[config.mk]
export PLATFORM = sky130hd
export DESIGN_NAME = tetris_field_render_flat
export DESIGN_NICKNAME = d
export VERILOG_FILES = /design/src/rtl/tetris_pkg.sv /design/src/rtl/tetris_field_render_if.sv /design/src/rtl/tetris_palette.sv /design/src/rtl/tetris_field_render.sv /design/src/flat_wrapper.sv
export SDC_FILE = /design/constraint.sdc
export NUM_CORES = 1
export LEC_CHECK = 0
export ABC_CLOCK_PERIOD_IN_PS = 4300
export BUFFER_PORTS_ARGS = -buffer_cell sky130_fd_sc_hd__clkbuf_2
export CAP_MARGIN = 15
export CORE_AREA = 2 2 100 102
export CTS_CLUSTER_SIZE = 40
export DETAILED_ROUTE_END_ITERATION = 16
export DIE_AREA = 0 0 102 104
export HOLD_SLACK_MARGIN = 0.08
export PLACE_DENSITY = 0.8
export SLEW_MARGIN = 40
export SYNTH_ARGS = -nofsm -noshare
export SYNTH_HDL_FRONTEND = slang
export SYNTH_SLANG_ARGS = --single-unit
[constraint.sdc]
create_clock -name i_pixclk -period 4.3 [get_ports i_pixclk]
set_input_delay 0 -clock i_pixclk [delete_from_list [all_inputs] [get_ports i_pixclk]]
set_output_delay 0 -clock i_pixclk [all_outputs]
set_load 0.01 [all_outputs]
[src/rtl/tetris_pkg.sv]
// Shared geometry, colours and fetch-state type for the Tetris playfield renderer.
package tetris_pkg;

    localparam int CELL    = 16;
    localparam int COLS    = 10;
    localparam int ROWS    = 20;
    localparam int X0      = 240;
    localparam int Y0      = 80;
    localparam int BORDER  = 4;
    localparam int PF_W    = COLS * CELL;
    localparam int PF_H    = ROWS * CELL;
    localparam int CELL_SH = $clog2(CELL);
    // Fetch counter must also hold COLS for the final capture cycle.
    localparam int COL_W   = $clog2(COLS + 1);
    localparam int ROW_W   = $clog2(ROWS);

    localparam logic [23:0] RGB_BLACK = 24'h000000;
    localparam logic [23:0] RGB_GREY  = 24'h808080;

    localparam logic [23:0] PALETTE [8] = '{
        24'h202020, 24'h00FFFF, 24'hFFFF00, 24'h800080,
        24'h00FF00, 24'hFF0000, 24'h0000FF, 24'hFFA500
    };

    typedef enum logic {
        FETCH_IDLE = 1'b0,
        FETCH_RUN  = 1'b1
    } fetch_state_t;

endpackage

[src/rtl/tetris_field_render_if.sv]
// Pixel strobes, pixel output and playfield-RAM port of the renderer.
interface tetris_field_render_if;

    logic        i_rd;
    logic        i_newline;
    logic        i_newframe;
    logic [23:0] o_pixel;
    logic        o_cell_rd;
    logic [7:0]  o_cell_addr;
    logic [2:0]  i_cell_data;
    logic        o_busy;

    // master: HDMI encoder plus playfield RAM; slave: the renderer.
    modport master (
        output i_rd, i_newline, i_newframe, i_cell_data,
        input  o_pixel, o_cell_rd, o_cell_addr, o_busy
    );

    modport slave (
        input  i_rd, i_newline, i_newframe, i_cell_data,
        output o_pixel, o_cell_rd, o_cell_addr, o_busy
    );

endinterface

[src/rtl/tetris_palette.sv]
// Maps a cell colour index to RGB; grid-line pixels are forced black.
module tetris_palette
    import tetris_pkg::*;
(
    input  logic [2:0]  index,
    input  logic        grid,
    output logic [23:0] rgb
);

    always_comb begin
        rgb = PALETTE[index];
        if (grid) begin
            rgb = RGB_BLACK;
        end
    end

endmodule

[src/rtl/tetris_field_render.sv]
// Raster walker for the Tetris playfield: classifies each pixel and refills a
// one-row line buffer from the playfield RAM at every cell-row boundary.
module tetris_field_render
    import tetris_pkg::*;
(
    input  logic                  i_pixclk,
    input  logic                  i_reset_n,
    tetris_field_render_if.slave  bus
);

    localparam logic signed [11:0] X0_S     = 12'(X0);
    localparam logic signed [11:0] Y0_S     = 12'(Y0);
    localparam logic signed [11:0] PF_W_S   = 12'(PF_W);
    localparam logic signed [11:0] PF_H_S   = 12'(PF_H);
    localparam logic signed [11:0] BORDER_S = 12'(BORDER);

    logic [9:0]          x_reg, y_reg;
    logic [9:0]          eval_x, eval_y;
    logic                pulse, load_pixel;
    logic signed [11:0]  fx, fy;
    logic                in_pf, in_border, grid;
    logic [COL_W-1:0]    col_idx;
    logic [2:0]          cell_idx;
    logic [23:0]         pf_rgb, pixel_next, pixel_reg;
    logic                trig;
    logic [ROW_W-1:0]    trig_row;

    fetch_state_t        state_reg, state_next;
    logic [COL_W-1:0]    cnt_reg, cnt_next;
    logic [7:0]          base_reg, base_next;
    logic                cell_rd, busy;
    logic [7:0]          cell_addr;
    logic                pend_reg;
    logic [COL_W-1:0]    pend_col_reg;
    logic [2:0]          linebuf_reg [COLS];
    logic [COLS-1:0]     linebuf_we;

    // Only one of rd / newline / newframe is honoured per cycle, so a single
    // classifier evaluates whichever pixel o_pixel must show next.
    always_comb begin
        pulse      = bus.i_newframe | bus.i_newline;
        load_pixel = pulse | bus.i_rd;
        eval_x     = (x_reg == 10'h3FF) ? x_reg : x_reg + 10'd1;
        eval_y     = y_reg;
        if (bus.i_newframe) begin
            eval_x = '0;
            eval_y = '0;
        end else if (bus.i_newline) begin
            eval_x = '0;
            eval_y = y_reg + 10'd1;
        end
    end

    always_ff @(posedge i_pixclk or negedge i_reset_n) begin
        if (!i_reset_n) begin
            x_reg <= '0;
            y_reg <= '0;
        end else if (pulse || bus.i_rd) begin
            x_reg <= eval_x;
            y_reg <= eval_y;
        end
    end

    always_comb begin
        fx        = signed'({2'b00, eval_x}) - X0_S;
        fy        = signed'({2'b00, eval_y}) - Y0_S;
        in_pf     = (fx >= 12'sd0) && (fx < PF_W_S) && (fy >= 12'sd0) && (fy < PF_H_S);
        in_border = (fx >= -BORDER_S) && (fx < PF_W_S + BORDER_S) &&
                    (fy >= -BORDER_S) && (fy < PF_H_S + BORDER_S);
        grid      = (&fx[CELL_SH-1:0]) | (&fy[CELL_SH-1:0]);
        col_idx   = COL_W'(fx[11:CELL_SH]);
        cell_idx  = '0;
        if (in_pf) begin
            cell_idx = linebuf_reg[col_idx];
        end
        trig      = pulse && (fy >= 12'sd0) && (fy < PF_H_S) && (fy[CELL_SH-1:0] == '0);
        trig_row  = ROW_W'(fy[11:CELL_SH]);
    end

    tetris_palette u_palette (
        .index (cell_idx),
        .grid  (grid),
        .rgb   (pf_rgb)
    );

    always_comb begin
        pixel_next = RGB_BLACK;
        if (in_pf) begin
            pixel_next = pf_rgb;
        end else if (in_border) begin
            pixel_next = RGB_GREY;
        end
    end

    always_ff @(posedge i_pixclk or negedge i_reset_n) begin
        if (!i_reset_n) begin
            pixel_reg <= '0;
        end else if (load_pixel) begin
            pixel_reg <= pixel_next;
        end
    end

    always_ff @(posedge i_pixclk or negedge i_reset_n) begin
        if (!i_reset_n) begin
            state_reg <= FETCH_IDLE;
            cnt_reg   <= '0;
            base_reg  <= '0;
        end else begin
            state_reg <= state_next;
            cnt_reg   <= cnt_next;
            base_reg  <= base_next;
        end
    end

    // FETCH spans COLS read cycles plus one more to capture the last word.
    always_comb begin
        state_next = state_reg;
        cnt_next   = cnt_reg;
        base_next  = base_reg;
        cell_rd    = 1'b0;
        cell_addr  = '0;
        busy       = 1'b0;
        case (state_reg)
            FETCH_IDLE: state_next = FETCH_IDLE;
            FETCH_RUN: begin
                busy = 1'b1;
                if (cnt_reg < COL_W'(COLS)) begin
                    cell_rd   = 1'b1;
                    cell_addr = base_reg + 8'(cnt_reg);
                end
                if (cnt_reg == COL_W'(COLS)) begin
                    state_next = FETCH_IDLE;
                    cnt_next   = '0;
                end else begin
                    cnt_next = cnt_reg + COL_W'(1);
                end
            end
            default: state_next = FETCH_IDLE;
        endcase
        if (trig) begin
            state_next = FETCH_RUN;
            cnt_next   = '0;
            base_next  = 8'(trig_row * COLS);
        end
    end

    always_ff @(posedge i_pixclk or negedge i_reset_n) begin
        if (!i_reset_n) begin
            pend_reg     <= 1'b0;
            pend_col_reg <= '0;
        end else begin
            pend_reg     <= cell_rd;
            pend_col_reg <= cnt_reg;
        end
    end

    genvar gi;
    generate
        for (gi = 0; gi < COLS; gi++) begin : g_linebuf_we
            assign linebuf_we[gi] = pend_reg && (pend_col_reg == COL_W'(gi));
        end
    endgenerate

    always_ff @(posedge i_pixclk or negedge i_reset_n) begin
        if (!i_reset_n) begin
            for (int i = 0; i < COLS; i++) begin
                linebuf_reg[i] <= '0;
            end
        end else begin
            for (int i = 0; i < COLS; i++) begin
                if (linebuf_we[i]) begin
                    linebuf_reg[i] <= bus.i_cell_data;
                end
            end
        end
    end

    assign bus.o_pixel     = pixel_reg;
    assign bus.o_cell_rd   = cell_rd;
    assign bus.o_cell_addr = cell_addr;
    assign bus.o_busy      = busy;

endmodule

[src/flat_wrapper.sv]
// flat-port wrapper written by rule: the top's interface ports become plain ports
module tetris_field_render_flat import tetris_pkg::*;
  (i_pixclk, i_reset_n, bus_i_rd, bus_i_newline, bus_i_newframe, bus_i_cell_data, bus_o_pixel, bus_o_cell_rd, bus_o_cell_addr, bus_o_busy);
  tetris_field_render_if bus_i ();
  input  logic i_pixclk;
  input  logic i_reset_n;
  input wire logic [$bits(bus_i.i_rd)-1:0] bus_i_rd;
  input wire logic [$bits(bus_i.i_newline)-1:0] bus_i_newline;
  input wire logic [$bits(bus_i.i_newframe)-1:0] bus_i_newframe;
  input wire logic [$bits(bus_i.i_cell_data)-1:0] bus_i_cell_data;
  output wire logic [$bits(bus_i.o_pixel)-1:0] bus_o_pixel;
  output wire logic [$bits(bus_i.o_cell_rd)-1:0] bus_o_cell_rd;
  output wire logic [$bits(bus_i.o_cell_addr)-1:0] bus_o_cell_addr;
  output wire logic [$bits(bus_i.o_busy)-1:0] bus_o_busy;
  assign bus_i.i_rd = bus_i_rd;
  assign bus_i.i_newline = bus_i_newline;
  assign bus_i.i_newframe = bus_i_newframe;
  assign bus_i.i_cell_data = bus_i_cell_data;
  assign bus_o_pixel = bus_i.o_pixel;
  assign bus_o_cell_rd = bus_i.o_cell_rd;
  assign bus_o_cell_addr = bus_i.o_cell_addr;
  assign bus_o_busy = bus_i.o_busy;
  tetris_field_render u_core (.i_pixclk(i_pixclk), .i_reset_n(i_reset_n), .bus(bus_i));
endmodule
Yosys cells after proc, flatten, opt, wreduce, memory -nomap -nowiden
Memory sizes are Yosys's and may differ from the RTL's.
Cells that the tools add are included.
- memory bits (read-only): 192
- logic and storage cells: 104
- flip-flop bits (word level): 91
- memories: 1
- input bits: 8
- bitwise operators: 6
- reductions and logical operators: 25
- eq/ne operators: 11
- magnitude comparators: 11
- $add $sub $neg: 6
- $mul: 1
- mux-type cells: 25
- memories (memory ; depth ; bits a word ; rd ports ; clocked after Yosys merged registers in ; wr ports ; RTL line ; text):
    (no name shown) ; 8 ; 24 ; 1 ; 0 ; 0 ; tetris_palette.sv:11 ; rgb = PALETTE[index];
- operator list (cell ; count):
    24-bit two-way mux ; 5
    10-bit two-way mux ; 5
    12-bit by 1-bit >= comparator with 1-bit output, second input constant ; 2
    12-bit by 3-bit >= comparator with 1-bit output, second input constant ; 2
    12-bit by 10-bit < comparator with 1-bit output, second input constant ; 2
    12-bit by 9-bit < comparator with 1-bit output, second input constant ; 2
    10-bit by 1-bit adder with 10-bit output, second input constant ; 2
    1-bit logical AND ; 19
    4-bit by 3-bit equality test with 1-bit output, second input constant ; 4
    8-bit two-way mux ; 2
    3-bit binary-select mux with 4-bit select ; 1
    4-bit equality test, second input constant ; 3
    4-bit two-way mux ; 3
    10-bit by 7-bit subtractor with 11-bit output, second input constant ; 1
    10-bit by 8-bit subtractor with 11-bit output, second input constant ; 1
    10-bit equality test, second input constant ; 1
    3-bit two-way mux ; 3
    8-bit by 4-bit adder with 8-bit output ; 1
    4-bit by 2-bit equality test with 1-bit output, second input constant ; 2
    4-bit logical NOT ; 2
    4-bit AND reduction ; 2
    5-bit by 3-bit multiplier with 7-bit output, second input constant ; 1
    5-bit >= comparator, second input constant ; 1
    1-bit two-way mux ; 5
    11 further kinds ; 13

Longest topological paths before layout
Gate-level depths: netlist (run 1).
- word-level depth: 16
- depth in mapped cells: 20

Cells and area by module
A second synthesis (run 1) with hierarchy kept.
- cell total of the unflattened synthesis: 551
- area, all modules: 5489.0 um^2
- modules (own cells, without submodules) (module ; cells an instance ; seq. area each (um^2) ; area an instance (um^2) ; instances):
    tetris_field_render ; 508 ; 2277.2 ; 5181.2 ; 1
    tetris_palette ; 43 ; 0.0 ; 307.8 ; 1

Worst setup path after synthesis (run 1)
Ideal clock, no wire load.
- kind: flip-flop to flip-flop
- start: register u_core.x_reg[0]
- end: register u_core.pixel_reg[13] (netlist: u_core.bus.o_pixel[13])
- slack: 0.061 ns
- required time: 4.217 ns
- cell stages (with the launch flop): 19
- library setup time: 0.083 ns
- arrival time: 4.156 ns
- path through: dfrtp_1 -> ha_1 -> buf_2 -> a31oi_1 -> nor2_1 -> o21ai_0 -> buf_2 -> inv_1 -> ha_1 -> buf_1 -> mux4_2 -> mux2_2 -> nand2_1 -> o41ai_1 -> and2b_1 -> inv_1 -> ha_1 -> mux2_1 -> o21ai_0
- word-level cells in the longest chain between the ends: 16
- elaborated cells on any way between the ends: 24
- those cells by class: 2 x add/sub; 2 x order compare; 1 x eq/ne; 11 x mux; 3 x bitwise; 4 x reduce/logical; 1 x memory
- RTL lines (what ; RTL line ; text):
    start, declared ; tetris_field_render.sv:17 ; logic [9:0] x_reg, y_reg;
    start signal, assigned ; tetris_field_render.sv:59 ; x_reg <= eval_x;
    10-bit by 1-bit adder with 10-bit output / 10-bit equality test (equally long branches) ; tetris_field_render.sv:43 ; eval_x = (x_reg == 10'h3FF) ? x_reg : x_reg + 10'd1;
    10-bit two-way mux (*) ; tetris_field_render.sv:43 ;
    10-bit two-way mux (*) ; tetris_field_render.sv:48 ; end else if (bus.i_newline) begin
    10-bit two-way mux (*) ; tetris_field_render.sv:45 ; if (bus.i_newframe) begin
    named net u_core.eval_x[4] ; tetris_field_render.sv:18 ; logic [9:0] eval_x, eval_y;
    10-bit by 8-bit subtractor with 11-bit output (*) ; tetris_field_render.sv:65 ; fx = signed'({2'b00, eval_x}) - X0_S;
    12-bit by 1-bit >= comparator with 1-bit output (tied with other cells) ; tetris_field_render.sv:67 ; in_pf = (fx >= 12'sd0) && (fx < PF_W_S) && (fy >= 12'sd0) && (fy < PF_H_S);
    1-bit logical AND / 3-bit binary-select mux with 4-bit select (equally long branches) ; tetris_field_render.sv:67, tetris_field_render.sv:74 ;
    1-bit logical AND / 3-bit two-way mux (equally long branches) (2 in series) ; tetris_field_render.sv:67, tetris_field_render.sv:74 ;
    3-bit two-way mux ; tetris_field_render.sv:73 ; if (in_pf) begin
    3-bit NOT with 4-bit output (not written as such) ; tetris_palette.sv:11 ;
    memory read 8 x 24 bit ; n/a ;
    24-bit two-way mux (not written as such) (2 in series) ; tetris_palette.sv:11 ;
    24-bit two-way mux ; tetris_palette.sv:12 ; if (grid) begin
    24-bit two-way mux (*) ; tetris_field_render.sv:88 ; if (in_pf) begin
    end signal, assigned ; tetris_field_render.sv:99 ; pixel_reg <= pixel_next;
    end, declared ; tetris_field_render.sv:24 ; logic [23:0] pf_rgb, pixel_next, pixel_reg;
Mark *: on every way through the listed nets, which the timed path passes. The rest lies on a longest branch. The select of a mux whose other input is x is not followed.
A chain may end at the register's enable or synchronous reset.

Final worst setup path (run 1)
- start: register u_core.y_reg[0]
- end: register u_core.pixel_reg[13] (netlist: u_core.bus.o_pixel[13])
- word-level cells in the longest chain between the ends: 14
- elaborated cells on any way between the ends: 17
- those cells by class: 2 x add/sub; 2 x order compare; 7 x mux; 2 x bitwise; 3 x reduce/logical; 1 x memory
- RTL lines (what ; RTL line ; text):
    start, declared ; tetris_field_render.sv:17 ;
    start signal, assigned ; tetris_field_render.sv:60 ; y_reg <= eval_y;
    10-bit by 1-bit adder with 10-bit output ; tetris_field_render.sv:50 ; eval_y = y_reg + 10'd1;
    10-bit two-way mux (*) ; tetris_field_render.sv:48 ;
    10-bit two-way mux (*) ; tetris_field_render.sv:45 ;
    10-bit by 7-bit subtractor with 11-bit output (*) ; tetris_field_render.sv:66 ; fy = signed'({2'b00, eval_y}) - Y0_S;
    named net u_core.fy[4] ; tetris_field_render.sv:20 ; logic signed [11:0] fx, fy;
    12-bit by 1-bit >= comparator with 1-bit output ; tetris_field_render.sv:67 ;
    1-bit logical AND ; tetris_field_render.sv:67 ;
    1-bit logical AND (*) ; tetris_field_render.sv:67 ;
    3-bit two-way mux ; tetris_field_render.sv:73 ;
    3-bit NOT with 4-bit output (not written as such) ; tetris_palette.sv:11 ;
    memory read 8 x 24 bit ; n/a ;
    24-bit two-way mux (not written as such) (2 in series) ; tetris_palette.sv:11 ;
    24-bit two-way mux ; tetris_palette.sv:12 ;
    24-bit two-way mux (*) ; tetris_field_render.sv:88 ;
Marked as above.

==> summary.txt, run 1 <==
Hold path
  – Worst Hold Class: input port to register

STA
  – Final setup vio count: 0
  – Final min period: 4.03 ns
  – Slew margin rel.: 52.2%
  – RSZ-0062 raised after global routing: false
  – Worst Max-Slew Pin Slew: 0.718 ns
  – Fin crit share: 93.7%
  – Final Skew: 0.00927 ns
  – Post-Route Setup TNS: 0 ns
  – Hold Violations, Final: 0
  – Max Fclk: 248 MHz
  – Fin. max-slew vios: 0

Logic synthesis
  – Synthesized flop and latch total: 77
  – Syn nets: 554
  – Count of cell types in the netlist: 73
  – Async SR Flop Fraction: 100%
  – Post-Syn Instances: 522
  – Synth warn: 0
  – Number of flops mapped to enable cells by yosys: 0
  – Avg Cell Area, Syn: 9.83 um^2
  – Area of the mapped netlist: 5130 um^2
  – Register area share after synthesis: 37.6%
  – Ys flop type: dfrtp_1

Layout
  – FILL cells: 837
  – Most frequent cells in the layout: dfrtp_1 (75), nor2_1 (44), clkbuf_2 (40), nand2_1 (39), mux2_2 (38)
  – Area Growth Syn to Fin: 10.8%
  – Final nets: 583
  – Share of layout cells above drive strength 1: 25.5%
  – Number of diodes: 0
  – Largest register FFs: 30
  – Finished Layout Cells: 689
  – Leading cell type in the layout, fill and taps excluded: dfrtp_1

Floorplanning
  – Die Ht: 104 um
  – Initial Util: 53.7%
  – Io pins: 42
  – Die Footprint: 10600 um^2
  – Placeable Area: 9550 um^2
  – FP Rows: 36
  – Die X: 102 um

Power and ir drop
  – P per Cell Area: 286 nW/um^2
  – Maximum VDD drop: 0.285 mV
  – Leakage power: 2.45 nW

Critical path
  – Crit path from: u_core.y_reg[0]$_DFFE_PN0P_
  – Reg2reg end: u_core.bus.o_pixel[13]$_DFFE_PN0P_
  – CP endpoint kind: register
  – Critical Path AT: 4.31 ns
  – Setup crit end: u_core.bus.o_pixel[13]$_DFFE_PN0P_
  – RR Startpoint: u_core.y_reg[0]$_DFFE_PN0P_
  – Crit Path Category: register to register
  – Reg2Reg Setup Slack: 0.27 ns
  – CP Launch Type: register
  – Worst-path fanout max: 8
  – WP data required: 4.58 ns
  – Worst Reg-to-Reg Cells: 15

Clock network
  – CTS root buf: clkbuf_8
  – CTS tree: built
  – Reg clk slew, reported paths: 0.09 ns
  – Maximum level of the CTS H-tree: 3
  – # clock sinks: 77
  – Clk_lat worst skew: 0.36 ns
  – Clock buffer count from CTS: 9
  – Clock tree buffer depth: 2

Status
  – Status: finished clean

Global routing
  – Initial antenna violation count: 0
  – First-pass GRT wire length: 19.3 mm
  – GR Util All Layers: 22.4%
  – Grt total ovfl: 0
  – Vias in the first global route: 3969
  – Largest net degree at the start of global routing: 78

Placed design
  – DP Cell Count: 665
  – Hpwl dp: 8.21 mm
  – Placer Congestion: 0.957
  – Input/output buffers: 41

Detailed routing
  – Initial DRT Pass Iterations: 4
  – Wirelength per Cell: 16.2 um
  – Final WL: 11.1 mm
  – 1st-iter DRT viols: 245
  – Vias per cell: 5.83
  – Drt drc: 0
  – Total number of vias: 4015
  – ANT nets after route: 0

Flow run
  – Max-Cap Viols: 0
[worst min path at each step]
| stage | to | slack, ns | from | cells after the start |
|---|---|---|---|---|
| 4_1_cts | u_core.y_reg[0]$_DFFE_PN0P_ | 0.16 | bus_i_newline | 3 |
| 6_report | u_core.y_reg[0]$_DFFE_PN0P_ | 0.18 | bus_i_newline | 3 |
| 5_1_grt | u_core.y_reg[0]$_DFFE_PN0P_ | 0.17 | bus_i_newline | 3 |
| 2_1_floorplan | u_core.base_reg[1]$_DFFE_PN0P_ | -0.30 | i_reset_n | 0 |
| 3_3_place_gp | u_core.x_reg[3]$_DFFE_PN0P_ | 0.20 | i_reset_n | 1 |
| 3_5_place_dp | u_core.x_reg[3]$_DFFE_PN0P_ | 0.08 | i_reset_n | 1 |
[cell type report]
class / instances / area, um^2 / share of cell area, %
multi-input cells: 382 / 2940 / 51.8
well taps: 133 / 166 / 2.93
flip-flops and latches: 77 / 1930 / 33.9
clock buffers: 9 / 124 / 2.18
clock inverters: 7 / 70.1 / 1.23
inverters: 20 / 75.1 / 1.32
repair buffers: 61 / 377 / 6.63
[per-stage QoR]
step | cell area (um^2) | setup slack (ns) | total power, mW | util, % | hold slack (ns)
after floorplan | 5130 | 0.0610 | 1.02 | - | -0.296
after global placement | 5360 | 0.227 | 1.08 | 56.1 | 0.200
after detailed placement | 5360 | 0.0717 | 1.10 | 56.2 | 0.0776
after CTS | 5620 | 0.0340 | 1.64 | 58.8 | 0.163
after global routing | 5680 | 0.0157 | 1.72 | 59.5 | 0.172
final | 5680 | 0.271 | 1.62 | 59.5 | 0.179
[timing repair]
action / in CTS / in global routing
resized for setup: 0 / 11
setup buffers: 0 / 2
endpoints found under the hold margin: 115 / 0
hold buffers: 6 / 0
endpoints found under the setup margin: 0 / 7
[critical path: stages (launching register included)]
cell	delay (ns)
dfrtp_2	0.47
ha_2	0.25
and4_2	0.28
xnor2_1	0.18
nand2_1	0.15
ha_1	0.24
o311a_1	0.34
a311o_1	0.28
o2111a_1	0.25
a311o_1	0.39
o221ai_4	0.13
and2b_2	0.29
buf_4	0.14
ha_1	0.18
mux2_1	0.27
o21ai_0	0.13
[synth_stat cells (all sizes together) (4+ instances only)]
library cell  number  share of area (%)
a21o               5               0.73
dfrtp             77                 38
o211ai             5               0.73
mux4               6                2.6
nand3             14                1.4
clkbuf            11               0.80
nand3b             7                1.0
buf               32                3.8
inv               20                1.5
or4                4               0.59
mux2              39                8.6
nand2             40                3.1
mux2i             10                2.0
o21ai             23                2.2
xor2               9                1.5
nor3              16                1.6
a21oi             25                2.7
and3               7               0.95
ha                22                5.4
or3                7               0.85
nand4              8                1.1
and4               5               0.90
nor2              47                3.6
xnor2             14                2.5
and2               5               0.61
a31oi              9                1.1
nor3b              6               0.88
[routing by layer]
metal / share of wire [%] / track usage (%) / wire length (um)
met1: 45 / 31.1 / 5060
met2: 48 / 34.5 / 5310
met3: 4.0 / 4.30 / 449
met4: 2.7 / 8.57 / 301
met5: 0 / 0 / 0
[where the power goes]
part / total [mW] / switching, mW / internal [mW]
logic: 0.218 / 0.108 / 0.111
clock network: 0.531 / 0.307 / 0.224
registers: 0.873 / 0.0741 / 0.799
[cell families (layout without fill, tap and decap cells)]
group / Yosys count / count (layout) / share of synthesized area (%)
buffers and inverters: 63 / 97 / 6.10
flip-flops: 77 / 77 / 37.6
multiplexers: 55 / 55 / 13.1
AND/OR/NAND/NOR: 181 / 181 / 18.6
adder cells (fa/ha/maj): 24 / 24 / 6.14
AO/OA/AOI/OAI: 99 / 99 / 14.4
XOR/XNOR: 23 / 23 / 4.07
No activity file was read; power rests on OpenSTA's default activity.
==> inputs of run 2 (changes only) <==
--- a/config.mk
+++ b/config.mk
@@ -5,15 +5,17 @@
 export SDC_FILE = /design/constraint.sdc
 export NUM_CORES = 1
 export LEC_CHECK = 0
+export ABC_AREA = 1
 export ABC_CLOCK_PERIOD_IN_PS = 4300
 export BUFFER_PORTS_ARGS = -buffer_cell sky130_fd_sc_hd__clkbuf_2
 export CAP_MARGIN = 15
-export CORE_AREA = 2 2 100 102
+export CORE_AREA = 2 2 99 101
 export CTS_CLUSTER_SIZE = 40
 export DETAILED_ROUTE_END_ITERATION = 16
-export DIE_AREA = 0 0 102 104
+export DIE_AREA = 0 0 101 103
 export HOLD_SLACK_MARGIN = 0.08
 export PLACE_DENSITY = 0.8
+export RECOVER_POWER = 50
 export SLEW_MARGIN = 40
 export SYNTH_ARGS = -nofsm -noshare
 export SYNTH_HDL_FRONTEND = slang
==> run 2 against run 1 <==
Against the previous run:
- the flow now finishes with violations (max-capacitance violations, max-slew violations)
- largest cell class unchanged
- via count increased by 10%
- count of clock-buffer cells in the layout increased by 1
- worst hold slack improved by 0.24 ns
- global-route usage increased by 0.23 points
==> summary.txt, run 2 <==
Status
  – Status: finished, violations left
  – Failing checks: max-capacitance violations, max-slew violations

Logic synthesis
  – Post-synthesis mux area share: 0.668%
  – Synth Area in Compound Gates: 10.6%
  – Area leader, netlist: dfrtp_1
  – Adder-cell share of the synthesized area: 6.23%
  – Avg Cell Area, Syn: 7.61 um^2
  – Number of flops mapped to enable cells by yosys: 0
  – Syn nets: 697
  – Synth Area in Simple Gates: 32.4%
  – Count of cell types in the netlist: 44
  – Synthesized flop and latch total: 77
  – Register area share after synthesis: 38.1%
  – Cells taking the most area after synthesis: dfrtp_1 (38%), nand2_1 (12%), inv_1 (7.4%)
  – Post-Synth XOR/XNOR Area: 0.866%
  – Largest family of logic cells by synthesized area: simple AND/OR/NAND/NOR gates
  – Commonest cells in the netlist: nand2_1 (158), inv_1 (100), dfrtp_1 (77)
  – Count leader, synth: nand2_1
  – Post-synth top area share: 38.1%
  – Synth warn: 0
  – Post-Syn Instances: 665
  – Async SR Flop Fraction: 100%
  – Ys flop type: dfrtp_1
  – Area of the mapped netlist: 5060 um^2

Hold path
  – Hold depth: 0
  – Worst Hold Class: register to register
  – Hold Crit Start: u_core.cnt_reg[3]$_DFFE_PN0P_
  – Worst Hold End: u_core.pend_col_reg[3]$_DFF_PN0_

Detailed routing
  – Drt drc: 0
  – Vias per cell: 5.39
  – Total number of vias: 4425
  – Initial DRT Pass Iterations: 7
  – Wirelength per Cell: 13.4 um
  – Final WL: 11.0 mm
  – 1st-iter DRT viols: 195
  – ANT nets after route: 0

Placed design
  – Hpwl dp: 8.34 mm
  – Input/output buffers: 41
  – Placer Congestion: 0.929

Clock network
  – Maximum level of the CTS H-tree: 3
  – Hold Buf Count CTS: 7
  – Clk_lat worst skew: 0.37 ns
  – Reg clk slew, reported paths: 0.08 ns
  – Post-CTS Setup Inserts: 0
  – Clock tree buffer depth: 2
  – # clock sinks: 77
  – Clock buffer count from CTS: 9
  – CTS tree: built
  – CTS root buf: clkbuf_8
  – Post-CTS resize count: 0

STA
  – Post-Route Setup TNS: 0 ns
  – RSZ-0062 raised after global routing: false
  – Fin crit share: 89.6%
  – Hold Violations, Final: 0
  – Final Skew: 0.0122 ns
  – Fin. max-slew vios: 78
  – Slew margin rel.: -25.4%
  – Final setup vio count: 0
  – Worst Max-Slew Pin Slew: 1.88 ns
  – Final min period: 3.85 ns
  – Max Fclk: 260 MHz

Critical path
  – Critical Path AT: 4.11 ns
  – CP endpoint kind: register
  – RR Startpoint: u_core.x_reg[0]$_DFFE_PN0P_
  – Worst-path fanout max: 21
  – Reg2reg end: u_core.bus.o_pixel[7]$_DFFE_PN0P_
  – Worst Reg-to-Reg Cells: 21
  – Crit Path Category: register to register
  – Reg2Reg Setup Slack: 0.45 ns
  – WP data required: 4.56 ns
  – CP Launch Type: register

Global routing
  – Initial antenna violation count: 0
  – Grt total ovfl: 0
  – GR Util All Layers: 22.6%
  – Largest net degree at the start of global routing: 78
  – Vias in the first global route: 4252
  – First-pass GRT wire length: 18.8 mm

Power and ir drop
  – Clock power share: 24.9%
  – Switch Pwr: 803 uW
  – Total power: 2.21 mW
  – Sequential share of power: 47.8%
  – P per Cell Area: 401 nW/um^2
  – Switching Fraction: 36.3%
  – Cell-internal power: 1.41 mW
  – Maximum VDD drop: 0.313 mV
  – Combinational share of power: 27.4%
  – Leakage power: 2.92 nW

Floorplanning
  – Die Ht: 103 um
  – Die Footprint: 10400 um^2
  – Io pins: 42
  – Die X: 101 um
  – Initial Util: 53.5%
  – Placeable Area: 9460 um^2
  – FP Rows: 36

Layout
  – Share of layout cells above drive strength 1: 13.4%
  – Largest register FFs: 30
  – Final nets: 735
  – Most frequent cells in the layout: nand2_1 (158), inv_1 (100), dfrtp_1 (77), o21ai_0 (59), nand3_1 (58)
  – Number of diodes: 0
  – Area Growth Syn to Fin: 8.91%
  – Leading cell type in the layout, fill and taps excluded: nand2_1

Flow run
  – Max-Cap Viols: 1
-- run 2: cell types whose count changed in the layout (fill, tap and decap cells not counted), moves of 11 or more --
cell      change
clkbuf_2     -12
xnor2_1      -11
clkbuf_1     +14
o21ai_0      +39
mux2_2       -35
nand3_1      +44
nand2_1     +119
buf_4        -13
inv_1        +80
-- run 2: power groups by stage --
stage / sequential [mW] / combinational, mW / clock, mW
after floorplan: 1.03 / 0.430 / 0
after global placement: 1.05 / 0.566 / 0
after detailed placement: 1.07 / 0.595 / 0
after CTS: 1.05 / 0.605 / 0.556
after global routing: 1.08 / 0.690 / 0.591
final: 1.05 / 0.604 / 0.549
-- run 2: worst max path at each step --
stage / endpoint / slack [ns] / startpoint
2_1_floorplan: u_core.bus.o_pixel[7]$_DFFE_PN0P_ / 1.07 / u_core.x_reg[0]$_DFFE_PN0P_
3_3_place_gp: u_core.bus.o_pixel[7]$_DFFE_PN0P_ / 0.80 / u_core.x_reg[0]$_DFFE_PN0P_
3_5_place_dp: u_core.bus.o_pixel[6]$_DFFE_PN0P_ / 0.58 / u_core.x_reg[0]$_DFFE_PN0P_
4_1_cts: u_core.bus.o_pixel[6]$_DFFE_PN0P_ / 0.52 / u_core.x_reg[0]$_DFFE_PN0P_
5_1_grt: u_core.bus.o_pixel[7]$_DFFE_PN0P_ / 0.06 / u_core.x_reg[0]$_DFFE_PN0P_
6_report: u_core.bus.o_pixel[7]$_DFFE_PN0P_ / 0.45 / u_core.x_reg[0]$_DFFE_PN0P_
-- run 2: area by class of cell --
cell class / count / area, um^2
Clock buffer: 10 / 128
Multi-Input combinational cell: 458 / 2580
Tap cell: 114 / 143
Fill cell: 859 / 3950
Sequential cell: 77 / 1930
Clock inverter: 5 / 61.3
Timing Repair Buffer: 49 / 267
Inverter: 108 / 407
-- run 2: metal layers --
layer  GRT usage [%]  vias up  part of all wire [%]
li1                -     2211                     -
met1            26.8     2038                    43
met3            5.49       25                   5.9
met5               0        -                     0
met2            40.3      151                    49
met4            7.80        0                   2.2
-- run 2: cell families after synthesis --
kind of cell,count (synthesis)
mux,3
fa+ha+maj,24
compound gates,94
xor+xnor,5
flops,77
simple gates,332
buf+inv,130
-- run 2: metrics by stage --
step           hold slack [ns]  util (%)  std cells  instance area (um^2)  worst slack, ns
2_1_floorplan           -0.296         -        665                  5060             1.07
3_3_place_gp             0.202      55.6        799                  5260            0.797
3_5_place_dp            0.0773      55.7        799                  5270            0.576
4_1_cts                  0.260      58.5        821                  5530            0.520
5_1_grt                  0.427      58.2        821                  5510           0.0613
6_report                 0.423      58.2        821                  5510            0.446
-- run 2: worst max-delay path: stages (launching register included) --
cell and delay (ns):
dfrtp_1 0.41, ha_1 0.25, nand2_2 0.10, nor2_4 0.12, nand3_4 0.15, nand2_4 0.16, nand3_4 0.21, inv_1 0.25
ha_1 0.30, clkinv_1 0.38, o21a_1 0.23, o21ai_0 0.10, nand3_1 0.11, nand3_1 0.09, nand2_1 0.07, nand2_1 0.12
inv_1 0.08, ha_1 0.18, inv_1 0.07, nand4_1 0.15, nand3_1 0.14, a21oi_2 0.06
